File: src/rtl/eth_sd_pkg.sv
`default_nettype none
`timescale 1ns/1ps
// +-----------------------------------------------------------------------+
// | eth_sd_pkg : shared state encoding and sector geometry constants      |
// | Revision   : 1.0                                                      |
// +-----------------------------------------------------------------------+
package eth_sd_pkg;

  localparam int SECTOR_BYTES         = 512;
  localparam int DEF_DATA_WIDTH       = 32;
  localparam int DEF_WORDS_PER_SECTOR = SECTOR_BYTES / (DEF_DATA_WIDTH / 8);
  localparam int DEF_LBA_WIDTH        = 32;
  localparam int DEF_CNT_WIDTH        = 16;

  typedef enum logic [2:0] {
    S_IDLE      = 3'd0,
    S_REQ       = 3'd1,
    S_STREAM    = 3'd2,
    S_WAIT_DONE = 3'd3,
    S_FINISH    = 3'd4
  } sched_state_t;

endpackage
`default_nettype wire

File: src/rtl/eth_sd_sched_watchdog.sv
`default_nettype none
`timescale 1ns/1ps
// +-----------------------------------------------------------------------+
// | eth_sd_sched_watchdog : stall counter, present only with              |
// |   ETH_SD_SECTOR_SCHED_TIMEOUT_EN defined                              |
// | Revision              : 1.0                                           |
// +-----------------------------------------------------------------------+
`ifdef ETH_SD_SECTOR_SCHED_TIMEOUT_EN
module eth_sd_sched_watchdog #(
  parameter int LIMIT = 1000000
) (
  input  logic clk,
  input  logic rst,
  input  logic en,
  input  logic clear,
  output logic expired
);

  localparam int            CW     = (LIMIT > 1) ? $clog2(LIMIT) : 1;
  localparam logic [CW-1:0] C_LAST = CW'(LIMIT - 1);

  logic [CW-1:0] r_cnt;

  // Count resets whenever the watched condition is absent, so each entry starts fresh
  always_ff @(posedge clk) begin
    if (rst) begin
      r_cnt <= '0;
    end else if (!en || clear) begin
      r_cnt <= '0;
    end else if (r_cnt != C_LAST) begin
      r_cnt <= r_cnt + 1'b1;
    end
  end

  assign expired = en && !clear && (r_cnt == C_LAST);

endmodule
`endif
`default_nettype wire

File: src/rtl/eth_sd_sector_sched.sv
`default_nettype none
`timescale 1ns/1ps
// +-----------------------------------------------------------------------+
// | eth_sd_sector_sched : drains the prefetch FIFO into SD sector writes  |
// |   optional watchdog: ETH_SD_SECTOR_SCHED_TIMEOUT_EN                   |
// | Revision            : 1.0                                             |
// +-----------------------------------------------------------------------+
module eth_sd_sector_sched
  import eth_sd_pkg::*;
#(
  parameter int DATA_WIDTH       = DEF_DATA_WIDTH,
  parameter int WORDS_PER_SECTOR = DEF_WORDS_PER_SECTOR,
  parameter int LBA_WIDTH        = DEF_LBA_WIDTH,
  parameter int CNT_WIDTH        = DEF_CNT_WIDTH,
  parameter int TIMEOUT_CYCLES   = 1000000
) (
  input  logic                  rd_clk,
  input  logic                  rd_rst,
  input  logic                  start,
  input  logic [LBA_WIDTH-1:0]  cfg_start_lba,
  input  logic [CNT_WIDTH-1:0]  cfg_sector_cnt,
  output logic                  fifo_rd_en,
  input  logic                  fifo_rd_vld,
  input  logic [DATA_WIDTH-1:0] fifo_rd_data,
  output logic                  sd_wr_req,
  output logic [LBA_WIDTH-1:0]  sd_wr_lba,
  input  logic                  sd_wr_ack,
  output logic [DATA_WIDTH-1:0] sd_wr_data,
  output logic                  sd_wr_data_vld,
  input  logic                  sd_wr_data_rdy,
  input  logic                  sd_wr_done,
  output logic                  busy,
  output logic                  done,
  output logic [CNT_WIDTH-1:0]  sectors_written,
  output logic                  err
);

  localparam int                WCNT_W      = $clog2(WORDS_PER_SECTOR);
  localparam logic [WCNT_W-1:0] C_LAST_WORD = WCNT_W'(WORDS_PER_SECTOR - 1);

  sched_state_t         r_state;
  sched_state_t         w_state_next;
  logic [LBA_WIDTH-1:0] r_lba;
  logic [CNT_WIDTH-1:0] r_remaining;
  logic [CNT_WIDTH-1:0] r_sectors_written;
  logic [WCNT_W-1:0]    r_word_cnt;

  logic w_accept;
  logic w_move;
  logic w_last_move;
  logic w_sector_done;
  logic w_timeout;

  assign w_accept      = (r_state == S_IDLE) && start;
  assign w_move        = (r_state == S_STREAM) && fifo_rd_vld && sd_wr_data_rdy;
  assign w_last_move   = w_move && (r_word_cnt == C_LAST_WORD);
  assign w_sector_done = (r_state == S_WAIT_DONE) && sd_wr_done;

`ifdef ETH_SD_SECTOR_SCHED_TIMEOUT_EN
  logic w_wd_en;
  logic w_wd_clear;
  logic r_err;

  // Any progress (word moved or sector completed) restarts the stall count
  assign w_wd_en    = (r_state == S_STREAM) || (r_state == S_WAIT_DONE);
  assign w_wd_clear = w_move || w_sector_done;

  eth_sd_sched_watchdog #(
    .LIMIT   (TIMEOUT_CYCLES)
  ) u_watchdog (
    .clk     (rd_clk),
    .rst     (rd_rst),
    .en      (w_wd_en),
    .clear   (w_wd_clear),
    .expired (w_timeout)
  );

  always_ff @(posedge rd_clk) begin
    if (rd_rst) begin
      r_err <= 1'b0;
    end else if (w_accept) begin
      r_err <= 1'b0;
    end else if (w_timeout) begin
      r_err <= 1'b1;
    end
  end

  assign err = r_err;
`else
  logic w_unused_timeout;
  assign w_unused_timeout = (TIMEOUT_CYCLES == 0);
  assign w_timeout        = 1'b0;
  assign err              = 1'b0;
`endif

  always_ff @(posedge rd_clk) begin
    if (rd_rst) begin
      r_state <= S_IDLE;
    end else begin
      r_state <= w_state_next;
    end
  end

  always_comb begin
    w_state_next   = r_state;
    fifo_rd_en     = 1'b0;
    sd_wr_req      = 1'b0;
    sd_wr_data     = '0;
    sd_wr_data_vld = 1'b0;
    busy           = 1'b0;
    done           = 1'b0;
    unique case (r_state)
      S_IDLE: begin
        if (start) begin
          w_state_next = (cfg_sector_cnt == '0) ? S_FINISH : S_REQ;
        end
      end
      S_REQ: begin
        busy      = 1'b1;
        sd_wr_req = 1'b1;
        if (sd_wr_ack) begin
          w_state_next = S_STREAM;
        end
      end
      S_STREAM: begin
        // Pop follows SD readiness; an empty FIFO simply stalls the burst
        busy           = 1'b1;
        fifo_rd_en     = sd_wr_data_rdy;
        sd_wr_data     = fifo_rd_data;
        sd_wr_data_vld = fifo_rd_vld;
        if (w_timeout) begin
          w_state_next = S_FINISH;
        end else if (w_last_move) begin
          w_state_next = S_WAIT_DONE;
        end
      end
      S_WAIT_DONE: begin
        busy = 1'b1;
        if (w_timeout) begin
          w_state_next = S_FINISH;
        end else if (sd_wr_done) begin
          w_state_next = (r_remaining == CNT_WIDTH'(1)) ? S_FINISH : S_REQ;
        end
      end
      S_FINISH: begin
        done         = 1'b1;
        w_state_next = S_IDLE;
      end
      default: begin
        w_state_next = S_IDLE;
      end
    endcase
  end

  always_ff @(posedge rd_clk) begin
    if (rd_rst) begin
      r_lba             <= '0;
      r_remaining       <= '0;
      r_sectors_written <= '0;
      r_word_cnt        <= '0;
    end else begin
      if (w_accept) begin
        r_lba             <= cfg_start_lba;
        r_remaining       <= cfg_sector_cnt;
        r_sectors_written <= '0;
      end
      if ((r_state == S_REQ) && sd_wr_ack) begin
        r_word_cnt <= '0;
      end else if (w_move) begin
        r_word_cnt <= r_word_cnt + 1'b1;
      end
      // LBA wraps naturally at 2^LBA_WIDTH
      if (w_sector_done) begin
        r_lba             <= r_lba + 1'b1;
        r_remaining       <= r_remaining - 1'b1;
        r_sectors_written <= r_sectors_written + 1'b1;
      end
    end
  end

  assign sd_wr_lba       = r_lba;
  assign sectors_written = r_sectors_written;

endmodule
`default_nettype wire

File: config.mk
export PLATFORM = sky130hd
export DESIGN_NAME = eth_sd_sector_sched
export DESIGN_NICKNAME = d
export VERILOG_FILES = /design/src/rtl/eth_sd_pkg.sv /design/src/rtl/eth_sd_sched_watchdog.sv /design/src/rtl/eth_sd_sector_sched.sv
export SDC_FILE = /design/constraint.sdc
export NUM_CORES = 1
export LEC_CHECK = 0
export CORE_AREA = 2 2 97 99
export CTS_BUF_LIST = sky130_fd_sc_hd__clkbuf_2
export DETAILED_ROUTE_END_ITERATION = 8
export DIE_AREA = 0 0 99 101
export GPL_ROUTABILITY_DRIVEN = 0
export PLACE_DENSITY = 0.87
export SETUP_SLACK_MARGIN = 0.15
export SYNTH_ARGS = -nofsm -noshare
export SYNTH_HDL_FRONTEND = slang
export SYNTH_SLANG_ARGS = --single-unit
File: constraint.sdc
create_clock -name rd_clk -period 3.7 [get_ports rd_clk]
set_clock_uncertainty 0.1 [all_clocks]
set_input_delay 1.11 -clock rd_clk [delete_from_list [all_inputs] [get_ports rd_clk]]
set_output_delay 1.11 -clock rd_clk [all_outputs]
set_load 0.05 [all_outputs]
# --- Word-level counts from Yosys, hierarchy flattened ---
# Cells that the tools add are included.
totals:
  n_memories: 0
  latch_bits: 0
  romBits: 0
  mem_bits_rw: 0
  ff_bits: 74
  in_bits: 87
  out_inout_bits: 86
  word_cells: 50
classes:
  bitwise_logic: 0
  n_reduce_logical: 12
  addsub: 4
  shift: 0
  eq_ne: 10
  muxes: 19
  order_cmp: 0
  mul: 0
  div_mod_pow: 0
ops:
  columns: ["operator", "count"]
  rows:
  - ["$mux W32", 3]
  - ["$mux W16", 4]
  - ["$add A32 B1 Y32 const B", 1]
  - ["$mux W3", 6]
  - ["$add A16 B1 Y16 const B", 1]
  - ["$eq A16 B1 Y1 const B", 1]
  - ["$logic_not A16 Y1", 1]
  - ["$sub A16 B1 Y16 const B", 1]
  - ["$pmux W3 S4", 1]
  - ["$ne A2 B2 Y1 const B", 4]
  - ["$add A7 B1 Y7 const B", 1]
  - ["$eq A7 B7 Y1 const B", 1]
  - ["$eq A3 B2 Y1 const B", 2]
  - ["$logic_and A1 B1 Y1", 6]
  - ["$mux W1", 5]
  - ["$reduce_and A4 Y1", 1]
  - ["$eq A3 B1 Y1 const B", 1]
  - ["$eq A3 B3 Y1 const B", 1]
  - ["$logic_not A3 Y1", 1]
  - ["$reduce_or A3 Y1", 1]
  - ["$reduce_bool A2 Y1", 1]
  - ["$reduce_or A2 Y1", 1]

# --- Logic depth before layout (Yosys ltp) ---
# Gate-level depths: netlist (run 1).
logic_depth:
  ltp_word: 6
  mapped_depth: 8
  ltp_nobuf: 6

# --- Least setup slack after synthesis (run 1) ---
# No wires, ideal clock.
synth_timing:
  path_kind: "register to output"
  start: "reg r_state[0]"
  end: "out done"
  slack_ns: 0.754
  arrival_time_ns: 1.736
  path_stages_with_launch: 4
  n_path_buf: 2
  required_time_ns: 2.490
  path_cell_list: "dfxtp_1 -> clkbuf_1 -> clkbuf_1 -> nor3_1"
synth_via:
  elab_chain_len: 2
synth_lines:
  columns: ["item", "line", "source"]
  rows:
  - ["from (decl)", "eth_sd_sector_sched.sv:41", "sched_state_t r_state;"]
  - ["from (signal assigned)", "eth_sd_sector_sched.sv:100", "r_state <= w_state_next;"]
  - ["$eq A3 B3 Y1", "eth_sd_sector_sched.sv:112", "unique case (r_state)"]
  - ["$mux W1", "eth_sd_sector_sched.sv:112", null]
  - ["to (decl)", "eth_sd_sector_sched.sv:33", "output logic done,"]
# Every way passes these cells.

# --- Final worst setup path (run 1) ---
layout_timing:
  start: "reg r_state[1]"
  end: "out busy"
layout_via:
  elab_chain_len: 3
  elab_cells_between_ends: 5
  classes_between: "3 x eq/ne; 1 x mux; 1 x reduce/logical"
layout_lines:
  columns: ["item", "line", "source"]
  rows:
  - ["$eq A3 B2 Y1 or $eq A3 B1 Y1 (tied branches)", "eth_sd_sector_sched.sv:112", null]
  - ["$reduce_or A3 Y1 (no source line) (*)", null, null]
  - ["$mux W1 (*)", "eth_sd_sector_sched.sv:112", null]
  - ["to (decl)", "eth_sd_sector_sched.sv:32", "output logic busy,"]
# Mark *: on every way between the ends. The rest lies on a longest branch, timed or not.

==> run summary, run 1 <==
CP most frequent cell: nor2_1
Core Area: 8980 µm²
final hold violations: 0
clk root buf: clkbuf_2
Switching Share: 0.440
share of layout cells above drive strength 1: 0.120
synth warn: 0
grt total ovfl: 0
worst-path fanout max: 15
total track usage: 0.267
Max Cap Viol: 0
CP delay by family, top: buffers and inverters
crit path capture type: output pin
count of port buffers added during placement: 171
Clock transition at path regs: 0.20 ns
Area growth, synth to finish: 52.9%
worst path required time: 2.49 ns
clock latency on the worst-skew pair: 0.53 ns
Crit path largest cell delay: 0.82 ns
Die Height: 101 µm
RR Endpoint: sd_wr_lba[25]
hold_buf cts: 0
Max stage delay cell, worst path: clkdlybuf4s50_1
antenna violations before repair: 0
vias in the first global route: 4571
post-route cell area: 6450 µm²
# resized after CTS: 0
Post-Layout Cell Count: 809
fill count: 728
CTS Sinks: 74
number of synthesized flops with an enable pin: 0
Vias/cell: 5.96
flop-to-flop setup slack: 1.31 ns
worst slew pin tran: 0.727 ns
DR iter-0 viols: 342
Leak: 2.28 nW
Synth Cell Area: 4220 µm²
post-synth top area cell: dfxtp_1
status: finished, final reports clean
PwrDens: 420 nW/µm²
Pre-antenna DRT Iters: 5
Critical path buffers and inverters: 1
r2r startpoint: r_state[1]
first-pass GRT wire length: 21900 µm
hold path endpoint: r_remaining[8]
Seq/Total Area, Yosys: 0.351
synthesized net count: 629
Hold Path Class: reg -> reg
share of synthesized flip-flops with an asynchronous set or reset: 0
Post-Route WL: 13800 µm
Pins Over Slew Limit: 0
internal power: 1.52 mW
DPL Wire Length: 10200 µm
unrepaired setup endpoints after global routing: no
H-Tree Depth: 3
Routed Antenna Nets: 0
Pwr Total: 2.71 mW
Avg Synthesized Cell Area: 7.85 µm²
register share of total power: 0.387
Initial Util: 0.470
# diodes: 0
post-route setup TNS: 0 ns
critical path cell sequence: nor2_1 -> nor2_1 -> clkdlybuf4s50_1
largest net degree at the start of global routing: 49
total CTS buffers: 9
Post-Syn Instances: 537
DP Area: 6370 µm²
full die area: 10000 µm²
clock group share of total power: 0.134
peak supply drop: 260 µV
critical path launch point type: register
multi-input logic area: 2580 µm²
Storage cell area: 1480 µm²
CTS max path bufs: 2
HP Start: r_remaining[8]
Residual DRC: 0
Yosys cell types: 57
Post-synth top flop: dfxtp_1
normalized max-slew margin: 0.511
Nets: 786
Reg2Reg Depth: 6
vias post-DR: 4820
Ports: 173
placed cells: 794
worst hold stages: 2
switching pwr: 1.19 mW
TritonCTS clock tree: built
FMAX: 295 MHz
crit path DAT: 2.18 ns
Final Setup Violations: 0
Rows: 35
final hold slack: 0.423 ns
Setup Fix Bufs, Post-CTS: 0
Tmin final: 3.39 ns
critical path class: reg -> out
Comb power frac: 0.479
Final period util: 0.915
routed len/inst: 17.1 µm
post-synth top area share: 0.351
Die Width: 99 µm
Synth area leaders: dfxtp_1 35%, and2_1 5.2%, a21oi_1 4.9%, nand2_1 4.5%, nor2_1 4.5%
post-synthesis register bit count: 74
## power by group through the flow
stage / sequential (mW) / clock (mW) / combinational (mW)
floorplan: 1.20 / 0 / 0.615
global placement: 1.05 / 0 / 1.27
detailed placement: 1.06 / 0 / 1.30
CTS: 1.04 / 0.366 / 1.30
global route: 1.06 / 0.403 / 1.37
finish: 1.05 / 0.363 / 1.30
## final cells by class
class / count / share of cell area
clock inverters: 4 / 0.00310
inverters: 5 / 0.00291
repair buffers: 182 / 0.334
flip-flops and latches: 74 / 0.230
multi-input cells: 422 / 0.399
clock buffers: 11 / 0.00854
well taps: 111 / 0.0215
## synthesized netlist by cell type, drive strengths merged (2+ instances only)
cell type,number
dfxtp,74
nand2,51
nor2,51
a21oi,41
nand3,36
and2,35
clkbuf,27
nand4,20
nor3,19
nor4,16
a31oi,14
and3,14
xor2,12
a22oi,9
buf,9
mux2,9
o211ai,8
o21ai,8
or3,7
o311ai,6
a311oi,5
and4,5
ha,5
inv,5
or4,5
a2bb2oi,4
o22ai,4
a211oi,3
a221oi,3
or2,3
xnor2,3
a222oi,2
and4b,2
nand2b,2
nand3b,2
nand4b,2
nor2b,2
## stage by stage
step	util	worst slack, ns
after floorplan	-	0.754
after global placement	0.710	0.447
after detailed placement	0.710	0.392
after CTS	0.718	0.210
after global routing	0.718	0.197
final	0.718	0.315
## cells in the final DEF, fill, tap and decap left out, types with 9 or more instances in the layout
master,synthesis,final
clkdlybuf4s50_1,0,135
dfxtp_1,74,73
nand2_1,51,51
nor2_1,51,51
a21oi_1,41,41
nand3_1,36,36
buf_12,0,36
and2_1,35,35
nand4_1,20,20
nor3_1,18,18
and3_1,14,14
a31oi_1,14,14
nor4_1,12,12
xor2_1,12,12
clkbuf_2,0,11
a22oi_1,9,9
mux2_2,9,9
buf_4,1,9
## flip-flops by register name, indices dropped and copies added, names as in the netlist
| name | flops |
|---|---|
| r_remaining | 16 |
| r_state | 3 |
| r_word_cnt | 7 |
| sd_wr_lba | 32 |
| sectors_written | 16 |
## worst min-delay path, stage by stage (launching register included)
cell      delay, ns
dfxtp_1        0.36
o311ai_0       0.08
a21oi_1        0.06
## worst max-delay path by stage
stage	slack, ns	from	depth (start not counted)	endpoint
detailed placement	0.39	sd_wr_done	7	sd_wr_lba[25]
CTS	0.21	r_state[0]	3	sd_wr_req
global placement	0.45	sd_wr_done	7	sd_wr_lba[25]
finish	0.31	r_state[1]	3	busy
global route	0.20	r_state[1]	4	sd_wr_data[31]
floorplan	0.75	r_state[0]	3	done
## layer usage
layer | vias up | part of all wire | track usage
met5 | - | 0 | 0
met4 | 0 | 0.032 | 0.107
met3 | 42 | 0.067 | 0.0479
met2 | 201 | 0.51 | 0.447
met1 | 2276 | 0.39 | 0.340
li1 | 2301 | - | -
## cell families after synthesis
| group | Yosys count | synth area share |
|---|---|---|
| and+or+nand+nor | 275 | 0.354 |
| AOI/OAI and AO/OA | 116 | 0.182 |
| DFF | 74 | 0.351 |
| buffers and inverters | 41 | 0.0395 |
| xor gates and xnor gates | 15 | 0.0311 |
| muxes | 10 | 0.0264 |
| adders and majority gates | 5 | 0.0148 |
| other | 1 | 0.000889 |
No activity file was read; power rests on OpenSTA's default activity.
==> run 2, diff against run 1 <==
GPL_ROUTABILITY_DRIVEN = 1   (was 0)
==> run summary, run 2 (same netlist as run 1, synthesis figures left out) <==
worst slew pin tran: 0.766 ns (was 0.727 ns)
status: finished, final reports clean (unchanged)
Nets: 785 (was 786)
Clock transition at path regs: 0.20 ns (about the same)
DPL Wire Length: 10200 µm (about the same)
Setup Fix Bufs, Post-CTS: 0 (unchanged)
Rows: 35 (unchanged)
Post-Layout Cell Count: 809 (unchanged)
vias post-DR: 4845 (was 4820)
Final period util: 0.908 (was 0.915)
Leak: 2.30 nW (was 2.28 nW)
count of port buffers added during placement: 171 (unchanged)
worst path required time: 2.49 ns (about the same)
worst hold stages: 2 (unchanged)
first-pass GRT wire length: 21900 µm (about the same)
crit path capture type: output pin (unchanged)
grt total ovfl: 0 (unchanged)
Residual DRC: 0 (unchanged)
Tmin final: 3.36 ns (was 3.39 ns)
FMAX: 298 MHz (was 295 MHz)
peak supply drop: 280 µV (was 260 µV)
Core Area: 8980 µm² (unchanged)
PwrDens: 451 nW/µm² (was 420 nW/µm²)
internal power: 1.73 mW (was 1.52 mW)
Switching Share: 0.413 (was 0.440)
most frequent cells in the layout: 135 x clkdlybuf4s50_1, 73 x dfxtp_1, 51 x nand2_1, 51 x nor2_1, 41 x a21oi_1 (unchanged)
Pre-antenna DRT Iters: 7 (was 5)
TritonCTS clock tree: built (unchanged)
hold_buf cts: 0 (unchanged)
critical path class: reg -> out (unchanged)
DR iter-0 viols: 337 (was 342)
worst-path fanout max: 15 (unchanged)
largest net degree at the start of global routing: 49 (unchanged)
Hold Path Class: reg -> reg (unchanged)
# resized after CTS: 0 (unchanged)
Final Setup Violations: 0 (unchanged)
Die Height: 101 µm (unchanged)
Die Width: 99 µm (unchanged)
H-Tree Depth: 3 (unchanged)
Routed Antenna Nets: 0 (unchanged)
# diodes: 0 (unchanged)
CTS Sinks: 74 (unchanged)
Largest register FFs: 32 (unchanged)
placed cells: 793 (was 794)
share of layout cells above drive strength 1: 0.120 (unchanged)
clk root buf: clkbuf_2 (unchanged)
Ports: 173 (unchanged)
switching pwr: 1.21 mW (was 1.19 mW)
full die area: 10000 µm² (unchanged)
critical path launch point type: register (unchanged)
total CTS buffers: 9 (unchanged)
post-route setup TNS: 0 ns (unchanged)
routed len/inst: 17.4 µm (was 17.1 µm)
total track usage: 0.267 (about the same)
RePlAce Congestion: 0.888
clock latency on the worst-skew pair: 0.52 ns (was 0.53 ns)
crit path DAT: 2.15 ns (was 2.18 ns)
Post-Route WL: 14100 µm (was 13800 µm)
Area growth, synth to finish: 54.7% (was 52.9%)
unrepaired setup endpoints after global routing: no (unchanged)
final hold violations: 0 (unchanged)
Max Cap Viol: 0 (unchanged)
clock group share of total power: 0.199 (was 0.134)
Vias/cell: 5.99 (was 5.96)
vias in the first global route: 4610 (was 4571)
CTS max path bufs: 2 (unchanged)
Reg2Reg Depth: 6 (unchanged)
most common cell after layout, fill and taps aside: clkdlybuf4s50_1 (unchanged)
normalized max-slew margin: 0.485 (was 0.511)
antenna violations before repair: 0 (unchanged)
register share of total power: 0.356 (was 0.387)
Comb power frac: 0.444 (was 0.479)
Pins Over Slew Limit: 0 (unchanged)
Initial Util: 0.470 (unchanged)
-- run 2: changes by cell type in the layout (fill, tap and decap cells not counted) --
cell,before,now
bufinv_16,0,3
buf_4,9,8
clkinvlp_4,0,1
clkinv_2,4,1
-- run 2: worst paths after layout --
kind,slack [ns],startpoint,to
worst max-delay path,0.34,r_state[1],busy
worst min-delay path,0.41,r_remaining[15],r_remaining[15]
worst max register to register,1.28,sd_wr_lba[0],sd_wr_lba[16]
worst min register to register,0.41,r_remaining[15],r_remaining[15]
-- run 2: final cells by class --
class | count | area, µm²
fill | 697 | 2450
timing repair buffer | 181 | 2150
tap | 111 | 139
sequential | 74 | 1480
multi-input combinational | 422 | 2580
inverter | 5 | 18.8
clock buffer | 11 | 55.1
clock inverter | 5 | 103
-- run 2: per-stage QoR --
step                       util  hold slack, ns  area (µm²)  setup slack (ns)  total power, mW
after floorplan               -           0.361        4220             0.754             1.81
after global placement    0.709           0.370        6360             0.442             2.32
after CTS                 0.726           0.412        6520             0.169             2.94
after global routing      0.727           0.446        6520             0.166             3.06
after detailed placement  0.709           0.388        6360             0.374             2.36
final                     0.727           0.413        6520             0.339             2.94
-- run 2: routing by layer --
metal | track usage | vias to the layer above | wire [µm]
li1 | - | 2306 | -
met3 | 0.0562 | 33 | 1040
met2 | 0.455 | 236 | 7190
met4 | 0.0948 | 0 | 345
met1 | 0.333 | 2270 | 5540
met5 | 0 | - | 0
-- run 2: power by group through the flow --
stage	combinational (mW)	sequential [mW]	clock [mW]
2_1_floorplan	0.615	1.20	0
3_3_place_gp	1.27	1.05	0
3_5_place_dp	1.30	1.06	0
4_1_cts	1.31	1.04	0.589
5_1_grt	1.38	1.07	0.619
6_report	1.31	1.05	0.586
-- run 2: worst max-delay path, stage by stage (launching register included) --
cell and delay (ns):
dfxtp_1 0.66, nor2_1 0.07, nor2_1 0.09, clkdlybuf4s50_1 0.83
==> run 3, diff against run 2 <==
CORE_AREA = 2 2 83 116   (was 2 2 97 99)
DIE_AREA = 0 0 85 118   (was 0 0 99 101)
PLACE_DENSITY = 0.86   (was 0.87)
==> run summary, run 3 (same netlist as run 1, synthesis figures left out) <==
status: finished, final reports clean (unchanged)
first-pass GRT wire length: 23500 µm (was 21900 µm)
Critical path buffers and inverters: 1 (unchanged)
antenna violations before repair: 1 (was 0)
Rows: 41 (was 35)
share of layout cells above drive strength 1: 0.121 (was 0.120)
crit path capture type: output pin (unchanged)
Residual DRC: 0 (unchanged)
most common cell after layout, fill and taps aside: clkdlybuf4s50_1 (unchanged)
met3 usage: 0.0498 (was 0.0562)
grt total ovfl: 0 (unchanged)
TritonCTS clock tree: built (unchanged)
CTS max path bufs: 2 (unchanged)
worst-path fanout max: 16 (was 15)
DPL Wire Length: 10500 µm (was 10200 µm)
full die area: 10000 µm² (about the same)
Reg2Reg Depth: 5 (was 6)
clock latency on the worst-skew pair: 0.55 ns (was 0.52 ns)
critical path class: reg -> out (unchanged)
crit path DAT: 2.16 ns (was 2.15 ns)
Post-Route WL: 14500 µm (was 14100 µm)
most frequent cells in the layout: 135 x clkdlybuf4s50_1, 72 x dfxtp_1, 51 x nand2_1, 51 x nor2_1, 41 x a21oi_1 (was 135 x clkdlybuf4s50_1, 73 x dfxtp_1, 51 x nand2_1, 51 x nor2_1, 41 x a21oi_1)
final hold violations: 0 (unchanged)
CTS Sinks: 74 (unchanged)
Core Area: 8980 µm² (unchanged)
total CTS buffers: 9 (unchanged)
worst path required time: 2.49 ns (about the same)
Die Width: 85 µm (was 99 µm)
peak supply drop: 317 µV (was 280 µV)
Area growth, synth to finish: 54.0% (was 54.7%)
GRT busiest layer: met2 (unchanged)
Routed Antenna Nets: 0 (unchanged)
normalized max-slew margin: 0.286 (was 0.485)
r2r startpoint: r_remaining[6] (was sd_wr_lba[0])
final hold slack: 0.428 ns (was 0.413 ns)
Pre-antenna DRT Iters: 5 (was 7)
vias in the first global route: 4661 (was 4610)
DR iter-0 viols: 434 (was 337)
Pins Over Slew Limit: 0 (unchanged)
clk root buf: clkbuf_2 (unchanged)
unrepaired setup endpoints after global routing: no (unchanged)
vias post-DR: 4929 (was 4845)
H-Tree Depth: 3 (unchanged)
CP delay by family, top: buffers and inverters (unchanged)
count of port buffers added during placement: 171 (unchanged)
CP most frequent cell: nor2_1 (unchanged)
Vias/cell: 6.12 (was 5.99)
Ports: 173 (unchanged)
Die Height: 118 µm (was 101 µm)
Final Setup Violations: 0 (unchanged)
routed len/inst: 18.0 µm (was 17.4 µm)
M1 GR Usage: 0.354 (was 0.333)
PwrDens: 452 nW/µm² (was 451 nW/µm²)
GRT met2 Usage: 0.487 (was 0.455)
critical path cell sequence: nor2_1 -> nor2_1 -> clkdlybuf4s50_1 (unchanged)
Nets: 786 (was 785)
Tmin final: 3.37 ns (was 3.36 ns)
flop-to-flop setup slack: 1.31 ns (was 1.28 ns)
FMAX: 297 MHz (was 298 MHz)
total track usage: 0.285 (was 0.267)
post-route setup TNS: 0 ns (unchanged)
HP Start: r_remaining[8] (was r_remaining[15])
worst slew pin tran: 1.07 ns (was 0.766 ns)
Largest register FFs: 32 (unchanged)
Final period util: 0.910 (was 0.908)
Clock transition at path regs: 0.23 ns (was 0.20 ns)
critical path launch point type: register (unchanged)
fill count: 663 (was 697)
Leak: 2.28 nW (was 2.30 nW)
RR Endpoint: r_remaining[14] (was sd_wr_lba[16])
largest net degree at the start of global routing: 49 (unchanged)
RePlAce Congestion: 0.896 (was 0.888)
hold_buf cts: 0 (unchanged)
Hold Path Class: reg -> reg (unchanged)
hold path endpoint: r_remaining[8] (was r_remaining[15])
Initial Util: 0.470 (unchanged)
Crit path largest cell delay: 0.84 ns (was 0.83 ns)
worst hold stages: 2 (unchanged)
Max Cap Viol: 0 (unchanged)
Max stage delay cell, worst path: clkdlybuf4s50_1 (unchanged)
run 3: worst max path at each step:
stage	end	startpoint	depth (start not counted)	slack [ns]
6_report	busy	r_state[0]	3	0.33
3_3_place_gp	sectors_written[11]	sd_wr_done	7	0.40
4_1_cts	busy	r_state[0]	3	0.18
3_5_place_dp	sd_wr_lba[25]	sd_wr_done	6	0.34
2_1_floorplan	done	r_state[0]	3	0.75
5_1_grt	sd_wr_req	r_state[0]	3	0.19
run 3: area by class of cell:
type | count | area (µm²) | area share
multi-input combinational | 422 | 2580 | 0.396
inverter | 5 | 18.8 | 0.00289
clock inverter | 5 | 105 | 0.0162
antenna | 1 | 2.50 | 0.000385
timing repair buffer | 182 | 2130 | 0.328
clock buffer | 9 | 45.0 | 0.00693
tap | 107 | 134 | 0.0206
sequential | 74 | 1480 | 0.228
run 3: stage by stage:
step           std cells  utilization  total power, mW  setup WS (ns)  area, µm²
2_1_floorplan        537            -             1.81          0.754       4220
3_3_place_gp         790        0.706             2.31          0.403       6340
3_5_place_dp         790        0.706             2.34          0.344       6340
4_1_cts              804        0.723             2.91          0.183       6490
5_1_grt              805        0.724             3.05          0.192       6500
6_report             805        0.724             2.93          0.332       6500
run 3: report_power, final:
part	switching (mW)	internal, mW
Sequential	0.156	0.893
Combinational	0.774	0.528
Clock	0.301	0.283
run 3: routing by layer:
metal	part of all wire	up-vias	wire [µm]
met5	0	-	0
met1	0.39	2332	5670
met2	0.51	254	7420
met4	0.027	0	394
met3	0.068	38	978
li1	-	2305	-
run 3: timing repair:
item                       in CTS  in global routing
hold endpoints to repair        0                  0
setup endpoints to repair       0                  4
setup buffers                   0                  0
resized for setup               0                  3
run 3: worst register-to-register path, delay by kind of cell (launching register included):
kind             cells  cell delay (ns)
AND/OR/NAND/NOR      4             1.61
flip-flops           1             0.41
AO/OA/AOI/OAI        1             0.21
